[src/rtl/multi_lane_cdb.sv]
// Multi-lane common data bus: per-FU result FIFOs drained onto NUM_CDB broadcast
// lanes by a rotating-priority arbiter that grants up to one lane per FU per cycle.

package multi_lane_cdb_pkg;
  localparam int TOTAL_FU = 4;
  typedef struct packed {
    logic [5:0]  tag;
    logic [25:0] value;
  } cdb_entry_t;
endpackage

module cdb_fu_buf
  import multi_lane_cdb_pkg::*;
#(
  parameter int DEPTH = 2,
  parameter int CNT_W = 2
) (
  input  logic             clk,
  input  logic             rst,
  input  logic             clr,
  input  logic             push,
  input  logic             pop,
  input  cdb_entry_t       din,
  output cdb_entry_t       head,
  output logic [CNT_W-1:0] count
);
  localparam int PTR_W = (DEPTH > 1) ? $clog2(DEPTH) : 1;
  localparam logic [PTR_W-1:0] LAST = PTR_W'(DEPTH - 1);

  cdb_entry_t       mem [DEPTH];
  logic [PTR_W-1:0] rd_ptr, wr_ptr;

  // Explicit wrap so non-power-of-two depths index correctly
  always_ff @(posedge clk) begin
    if (rst || clr) begin
      rd_ptr <= '0;
      wr_ptr <= '0;
      count  <= '0;
    end else begin
      if (push) wr_ptr <= (wr_ptr == LAST) ? '0 : wr_ptr + 1'b1;
      if (pop)  rd_ptr <= (rd_ptr == LAST) ? '0 : rd_ptr + 1'b1;
      count <= count + CNT_W'(push) - CNT_W'(pop);
    end
  end

  always_ff @(posedge clk) begin
    if (push && !rst && !clr) mem[wr_ptr] <= din;
  end

  assign head = mem[rd_ptr];
endmodule

module multi_lane_cdb
  import multi_lane_cdb_pkg::*;
#(
  parameter int NUM_FU    = TOTAL_FU,
  parameter int NUM_CDB   = 2,
  parameter int BUF_DEPTH = 2,
  localparam int SRC_W    = (NUM_FU > 1) ? $clog2(NUM_FU) : 1,
  localparam int CNT_W    = $clog2(BUF_DEPTH + 1)
) (
  input  logic                             clk,
  input  logic                             rst,
  input  logic                             flush,
  input  cdb_entry_t [NUM_FU-1:0]          fu_complete,
  input  logic [NUM_FU-1:0]                fu_complete_valid,
  output logic [NUM_FU-1:0]                fu_complete_ready,
  output cdb_entry_t [NUM_CDB-1:0]         cdb_data,
  output logic [NUM_CDB-1:0]               cdb_valid,
  output logic [NUM_CDB-1:0][SRC_W-1:0]    cdb_src,
  output logic [NUM_FU-1:0][CNT_W-1:0]     buf_count
);
  localparam int LANE_W = (NUM_CDB > 1) ? $clog2(NUM_CDB) : 1;
  localparam logic [SRC_W-1:0] LAST_FU = SRC_W'(NUM_FU - 1);

  logic [NUM_FU-1:0]             avail, grant;
  cdb_entry_t [NUM_FU-1:0]       head;
  logic [SRC_W-1:0]              rr_ptr, last_fu, fu_sel;
  logic [NUM_CDB-1:0][SRC_W-1:0] lane_fu;
  logic [NUM_CDB-1:0]            lane_vld;
  logic [LANE_W-1:0]             lane_sel;
  int                            lanes_used, scan_idx;

  for (genvar g = 0; g < NUM_FU; g++) begin : g_fu
    // Ready ignores same-cycle pops so a full buffer never accepts a result
    assign fu_complete_ready[g] = rst || ((buf_count[g] < CNT_W'(BUF_DEPTH)) && !flush);
    assign avail[g] = (buf_count[g] != '0) && !rst && !flush;

    cdb_fu_buf #(.DEPTH(BUF_DEPTH), .CNT_W(CNT_W)) u_buf (
      .clk   (clk),
      .rst   (rst),
      .clr   (flush),
      .push  (fu_complete_valid[g] && fu_complete_ready[g]),
      .pop   (grant[g]),
      .din   (fu_complete[g]),
      .head  (head[g]),
      .count (buf_count[g])
    );
  end

  // Scan from rr_ptr, filling lanes in order with the first non-empty buffers
  always_comb begin
    grant      = '0;
    lane_fu    = '0;
    lane_vld   = '0;
    last_fu    = rr_ptr;
    lanes_used = 0;
    scan_idx   = 0;
    fu_sel     = '0;
    lane_sel   = '0;
    for (int i = 0; i < NUM_FU; i++) begin
      scan_idx = int'(rr_ptr) + i;
      if (scan_idx >= NUM_FU) scan_idx = scan_idx - NUM_FU;
      fu_sel   = SRC_W'(scan_idx);
      lane_sel = LANE_W'(lanes_used);
      if (lanes_used < NUM_CDB && avail[fu_sel]) begin
        grant[fu_sel]      = 1'b1;
        lane_fu[lane_sel]  = fu_sel;
        lane_vld[lane_sel] = 1'b1;
        last_fu            = fu_sel;
        lanes_used         = lanes_used + 1;
      end
    end
  end

  for (genvar l = 0; l < NUM_CDB; l++) begin : g_lane
    assign cdb_valid[l] = lane_vld[l];
    assign cdb_src[l]   = lane_fu[l];
    assign cdb_data[l]  = lane_vld[l] ? head[lane_fu[l]] : '0;
  end

  always_ff @(posedge clk) begin
    if (rst || flush)  rr_ptr <= '0;
    else if (|grant)   rr_ptr <= (last_fu == LAST_FU) ? '0 : last_fu + 1'b1;
  end

`ifndef SYNTHESIS
  int unsigned busy_cycles, starved_cycles;

  always_ff @(posedge clk) begin
    if (rst) begin
      busy_cycles    <= 0;
      starved_cycles <= 0;
    end else begin
      if (|lane_vld)        busy_cycles    <= busy_cycles + 1;
      if (|(avail & ~grant)) starved_cycles <= starved_cycles + 1;
    end
  end

  final $display("multi_lane_cdb stats: busy_cycles=%0d starved_cycles=%0d",
                 busy_cycles, starved_cycles);
`endif
endmodule
[config.mk]
export PLATFORM = sky130hd
export DESIGN_NAME = multi_lane_cdb
export DESIGN_NICKNAME = d
export VERILOG_FILES = /design/src/rtl/multi_lane_cdb.sv
export SDC_FILE = /design/constraint.sdc
export NUM_CORES = 1
export LEC_CHECK = 0
export BUFFER_PORTS_ARGS = -buffer_cell sky130_fd_sc_hd__buf_2
export CAP_MARGIN = 15
export CORE_UTILIZATION = 50
export DETAILED_ROUTE_END_ITERATION = 6
export PLACE_DENSITY = 0.78
export RECOVER_POWER = 100
export SLEW_MARGIN = 0
export SYNTH_ARGS = -nofsm -noshare
export SYNTH_HDL_FRONTEND = slang
export SYNTH_SLANG_ARGS = --single-unit
[constraint.sdc]
create_clock -name clk -period 8.27 [get_ports clk]
set_input_delay 1.654 -clock clk [delete_from_list [all_inputs] [get_ports clk]]
set_output_delay 1.654 -clock clk [all_outputs]
set_load 0.005 [all_outputs]
**Word level (Yosys, flattened, before mapping)**

Memories as Yosys holds them, arrays and structs flattened. A register that Yosys moved wholly into a read port is not among the register bits.
Index checks and enable logic that the tools add are counted.

- Flip-flop bits (word level): 18
- Latch bits: 0
- RAM bits: 256
- Memory bits (read-only): 0
- Input bits: 135
- Output and inout port bits: 82
- Word-level logic and storage cells: 208
- Memories kept: 4

- Add/subtract/negate cells: 26
- $mul: 0
- Div/mod/pow operators: 0
- Order comparisons: 27
- Equality and inequality tests: 1
- Shift operators: 0
- Multiplexer cells: 85
- Bitwise gates (word level): 6
- Reductions and logical operators: 46

Memories:

| memory | depth | bits a word | read ports | clocked after memory_dff | write ports | RTL line | source |
|---|---|---|---|---|---|---|---|
| g_fu[0].u_buf.mem | 2 | 32 | 1 | 1 | 1 | 30 | `cdb_entry_t mem [DEPTH];` |
| g_fu[1].u_buf.mem | 2 | 32 | 1 | 1 | 1 | 30 |  |
| g_fu[2].u_buf.mem | 2 | 32 | 1 | 1 | 1 | 30 |  |
| g_fu[3].u_buf.mem | 2 | 32 | 1 | 1 | 1 | 30 |  |

Operator list:

| kind | count |
|---|---|
| $mux 32 | 6 |
| $bmux 32 s2 | 2 |
| $lt 32x3->1 const B | 3 |
| $add 32x2->32 const B | 2 |
| $mux 1 | 37 |
| $logic_and 1x1->1 | 34 |
| $mux 2 | 16 |
| $mux 4 | 7 |
| $lt 2x3->1 const B | 6 |
| $bwmux 4 | 3 |
| $or 4x4->4 | 3 |
| $ge 3x3->1 const B | 3 |
| $add 1x1->1 const B | 8 |
| $add 2x1->2 | 4 |
| $bmux 1 s2 | 4 |
| $demux 1 s2 | 4 |
| $ge 2x1->1 const B | 4 |
| $lt 2x2->1 const B | 4 |
| $reduce_bool 2->1 | 4 |
| $sub 2x1->2 | 4 |
| $sub 2x1->2 const B | 4 |
| $add 2x2->3 const B | 2 |
| $demux 2 s1 | 3 |
| $lt 1x2->1 const B | 3 |
| 11 further kinds | 21 |

**Logic depth before layout (Yosys ltp)**

- Depth after elaboration: 21
- Gate-level depth with buffers: 20
- Mapped depth without buffers: 17

**Cells and area by module**

A second synthesis with hierarchy kept.

- Cells, all modules: 1,089
- Area total of the unflattened synthesis: 14,769.2 µm²

By module, submodules not included:

| module | times used | cells each | area an instance (µm²) | seq. area each (µm²) |
|---|---|---|---|---|
| cdb_fu_buf | 4 | 120 | 2,683.8 | 2,021.9 |
| multi_lane_cdb | 1 | 609 | 4,033.9 | 40.0 |

**Worst setup path before layout**

No wires, ideal clock.

- Kind: in2out
- Start point: input port flush
- End point: output port cdb_data[14] (netlist bit)
- Data arrival time: 5.305 ns
- Required time: 6.616 ns
- Setup slack: 1.311 ns
- Stages: 20
- Path buffers: 6
- Cell sequence: buf_2 > or2_1 > buf_2 > a2111oi_4 > or2_1 > buf_4 > ha_1 > nor3_1 > clkbuf_1 > nand2_1 > fa_1 > nor3b_2 > and2_1 > nand2_1 > o21ai_0 > a31oi_1 > buf_6 > buf_6 > mux2_4 > o22ai_1

RTL lines:

| what | RTL line | source |
|---|---|---|
| from (decl) | 64 | `input logic flush,` |
| to (decl) | 68 | `output cdb_entry_t [NUM_CDB-1:0] cdb_data,` |

==> flow_metrics.py <==
metrics = {
    "run_status": {
        "status": "finished, final reports clean",
    },
    "die": {
        "die-area_um2": 26700,
        "rows": 58,
        "start_util": 0.513,
        "ios": 217,
        "die_h_um": 163,
        "core_um2": 25400,
        "die_width_um": 163,
    },
    "placed_design": {
        "dp.final_hpwl_um": 22800,
        "dp.cells": 1431,
        "gp_congestion": 0.856,
        "io_buffer_count": 216,
    },
    "clocking": {
        "htreeDepth": 1,
        "cts.clk_slew.worst_paths_ns": 0.06,
        "post_cts_resized": 0,
        "insertion_delay_ns": 0.55,
        "postCtsSetupBuffers": 0,
        "clockBufferDepth": 3,
        "postCtsHoldBufs": 0,
        "cts.sinks": 278,
        "cts_tree": "yes",
        "cts_made_buffers": 28,
        "clock-root-buffer": "clkbuf_16",
    },
    "power": {
        "switchingPower_uw": 940,
        "pwr-share-clk": 0.355,
        "p_per_area_nw_per_um2": 229,
        "power_uw": 3490,
        "power.internal_uw": 2550,
        "power_frac_seq": 0.456,
        "swShare": 0.269,
        "ir_drop_uv": 190,
        "leakagePower_uw": 0.00514,
        "combPwrFrac": 0.188,
    },
    "drt": {
        "drcViolationCount": 0,
        "post_drt_wl_per_cell_um": 22.9,
        "drt-total-wl_um": 34100,
        "drt-pass1-iter-count": 5,
        "ant_nets": 0,
        "drt_iter0_drc": 883,
        "routed_via_density": 5.98,
        "num_vias": 8913,
    },
    "timing": {
        "rsz0062_at_grt": "false",
        "finClkSkew_ns": 0.00939,
        "fin_crit_sh": 0.951,
        "tightest_slew_ns": 1.43,
        "finalSetupTns_ns": 0,
        "min_period_ns": 7.86,
        "finalHoldViolCount": 0,
        "timing.final.max_slew_violations": 0,
        "setup_viol": 0,
        "fmax_mhz": 127,
        "relSlewSlack": 0.0472,
    },
    "flow_run": {
        "drv_cap": 0,
    },
    "synthesis": {
        "syn_area_um2": 13000,
        "syn-instance-count": 921,
        "synth-edff-count": 256,
        "synth_warnings": 0,
        "ys_async_sr_fraction": 0,
        "synth-main-ff-cell": "edfxtp_1",
        "ys_types": 52,
        "synth_nets": 1076,
        "synth-seq-cells": 278,
        "syn_avg_cell_area_um2": 14.2,
        "ys_seq_area_frac": 0.623,
    },
    "global_routing": {
        "overflow": 0,
        "grt_antenna_before_repair": 8,
        "first_global_vias": 8798,
        "grt_pass1_wl_um": 50700,
        "grt_max_degree": 65,
        "track_usage": 0.254,
    },
    "worst_setup_path": {
        "critPathKind": "input pin to primary output",
        "cp-end-kind": "primary output",
        "start_kind": "input pin",
        "cp_max_fo": 33,
        "cp.arrival_ns": 6.21,
        "crit_required_ns": 6.62,
    },
    "final_layout": {
        "area_growth_syn_to_layout_pct": 16.8,
        "layoutNonFillerInstCount": 1491,
        "fillers": 2041,
        "fin_nets": 1287,
        "layout-drive-gt1-share": 0.218,
        "fin_util": 0.600,
    },
    "min_path": {
        "min_path_type": "flip-flop to flip-flop",
    },
}
layout make-up:
cell class              count  area, um^2  share of cell area
clock buffers              32         716              0.0470
inverters                  14        52.6             0.00345
clock inverters            20         183              0.0120
flip-flops and latches    278        8130               0.534
diodes                      7        17.5             0.00115
well taps                 330         413              0.0271
repair buffers            248        1140              0.0749
multi-input cells         562        4570               0.300
worst max-delay path, stage by stage:
cell and delay [ns]:
clkbuf_1 0.17, or2_1 0.29, a2111oi_4 0.43, or2_1 0.27
ha_1 0.27, nor3_1 0.08, buf_4 0.19, nand2_1 0.13
fa_1 0.47, nor3_1 0.40, mux2_1 0.35, and2_2 0.18
inv_2 0.58, o221ai_1 0.29, a21oi_1 0.18, clkbuf_1 0.23
metrics by stage:
step | cell area (um^2) | setup WS [ns] | hold slack [ns]
after floorplan | 13000 | 1.31 | 0.481
after global placement | 14600 | 0.639 | 0.495
after detailed placement | 14600 | 0.532 | 0.504
after CTS | 15500 | 0.517 | 0.524
after global routing | 15200 | 0.0844 | 0.543
final | 15200 | 0.408 | 0.521
sequential cells by signal (all words and copies together), names as in the netlist, named ones only:
register	count
g_fu.u_buf.count	8
g_fu.u_buf.mem	256
g_fu.u_buf.rd_ptr	4
g_fu.u_buf.wr_ptr	4
rr_ptr	2
synthesized netlist by cell type (2+ instances only):
cell type  instances  area share
mux2_4            17       0.020
xor2_1             4      0.0027
or2_1              6      0.0029
clkbuf_1          47       0.014
nand2_1           77       0.022
inv_2              4      0.0012
o221ai_1          64       0.043
buf_2             11      0.0042
o21bai_1           4      0.0023
a31oi_1            2     0.00096
nand3_1           17      0.0065
a21oi_1           36       0.014
inv_1             10      0.0029
buf_6              5      0.0043
nor2_1            27      0.0078
o211ai_1           2      0.0012
o21ai_0            6      0.0023
buf_4              2      0.0012
and2_1             9      0.0043
nor3_1            15      0.0058
ha_1              19       0.018
edfxtp_1         256        0.59
dfxtp_1           22       0.034
mux2_2            67       0.058
mux2_1            13       0.011
o21ai_1            2     0.00077
nand4_1            6      0.0029
and3_1             2     0.00096
mux4_2             4      0.0069
xnor2_1           12      0.0081
o22ai_1           33       0.016
buf_1              2     0.00058
a22oi_1            2      0.0012
mux2i_1           98       0.075
final timing paths:
check        cells past startpoint                 start                endpoint  slack (ns)
min reg2reg                      2  g_fu[2].u_buf.rd_ptr               flip-flop        0.52
min                              2  g_fu[2].u_buf.rd_ptr               flip-flop        0.52
max reg2reg                     17             rr_ptr[1]  g_fu[2].u_buf.count[1]        3.43
max                             16                 flush            cdb_data[63]        0.41
kinds of logic (layout without fill, tap and decap cells):
kind of cell             after synthesis  in the layout  synth area share
flip-flops                           278            278             0.623
multiplexers                         199            199             0.171
AND/OR/NAND/NOR                      166            166            0.0580
AO/OA/AOI/OAI                        161            161            0.0895
buffers and inverters                 81            314            0.0278
adder cells (fa/ha/maj)               20             20            0.0198
XOR/XNOR                              16             16            0.0107
other                                  0              7                 0
routing by layer:
metal | routed length, um | up-vias | GRT usage | share of wire
met5 | 19 | - | 0 | 0.00056
met4 | 1030 | 4 | 0.0842 | 0.030
met3 | 2830 | 81 | 0.0523 | 0.083
met2 | 16400 | 432 | 0.420 | 0.48
met1 | 13800 | 4368 | 0.335 | 0.40
li1 | - | 4028 | - | -
cells in the final DEF, fill, tap and decap left out, types with 10 or more instances in the layout:
| master | instances |
|---|---|
| mux2_2 | 67 |
| edfxtp_1 | 256 |
| clkbuf_1 | 141 |
| mux2_4 | 14 |
| o221ai_1 | 64 |
| buf_4 | 11 |
| clkbuf_2 | 11 |
| inv_1 | 10 |
| nand3_1 | 16 |
| clkbuf_16 | 28 |
| nor2_1 | 26 |
| dfxtp_1 | 18 |
| a21oi_1 | 36 |
| ha_1 | 19 |
| o22ai_1 | 33 |
| buf_2 | 85 |
| nand2_1 | 76 |
| mux2_1 | 16 |
| xnor2_1 | 12 |
| nor3_1 | 14 |
| mux2i_1 | 98 |
power by group through the flow:
stage	clock (uW)	combinational, uW	sequential (uW)
after global placement	0	661	1620
after global routing	1310	706	1600
after CTS	1250	671	1590
after floorplan	0	451	1610
after detailed placement	0	667	1620
final	1240	658	1590
Power figures use the tool's default switching activity.
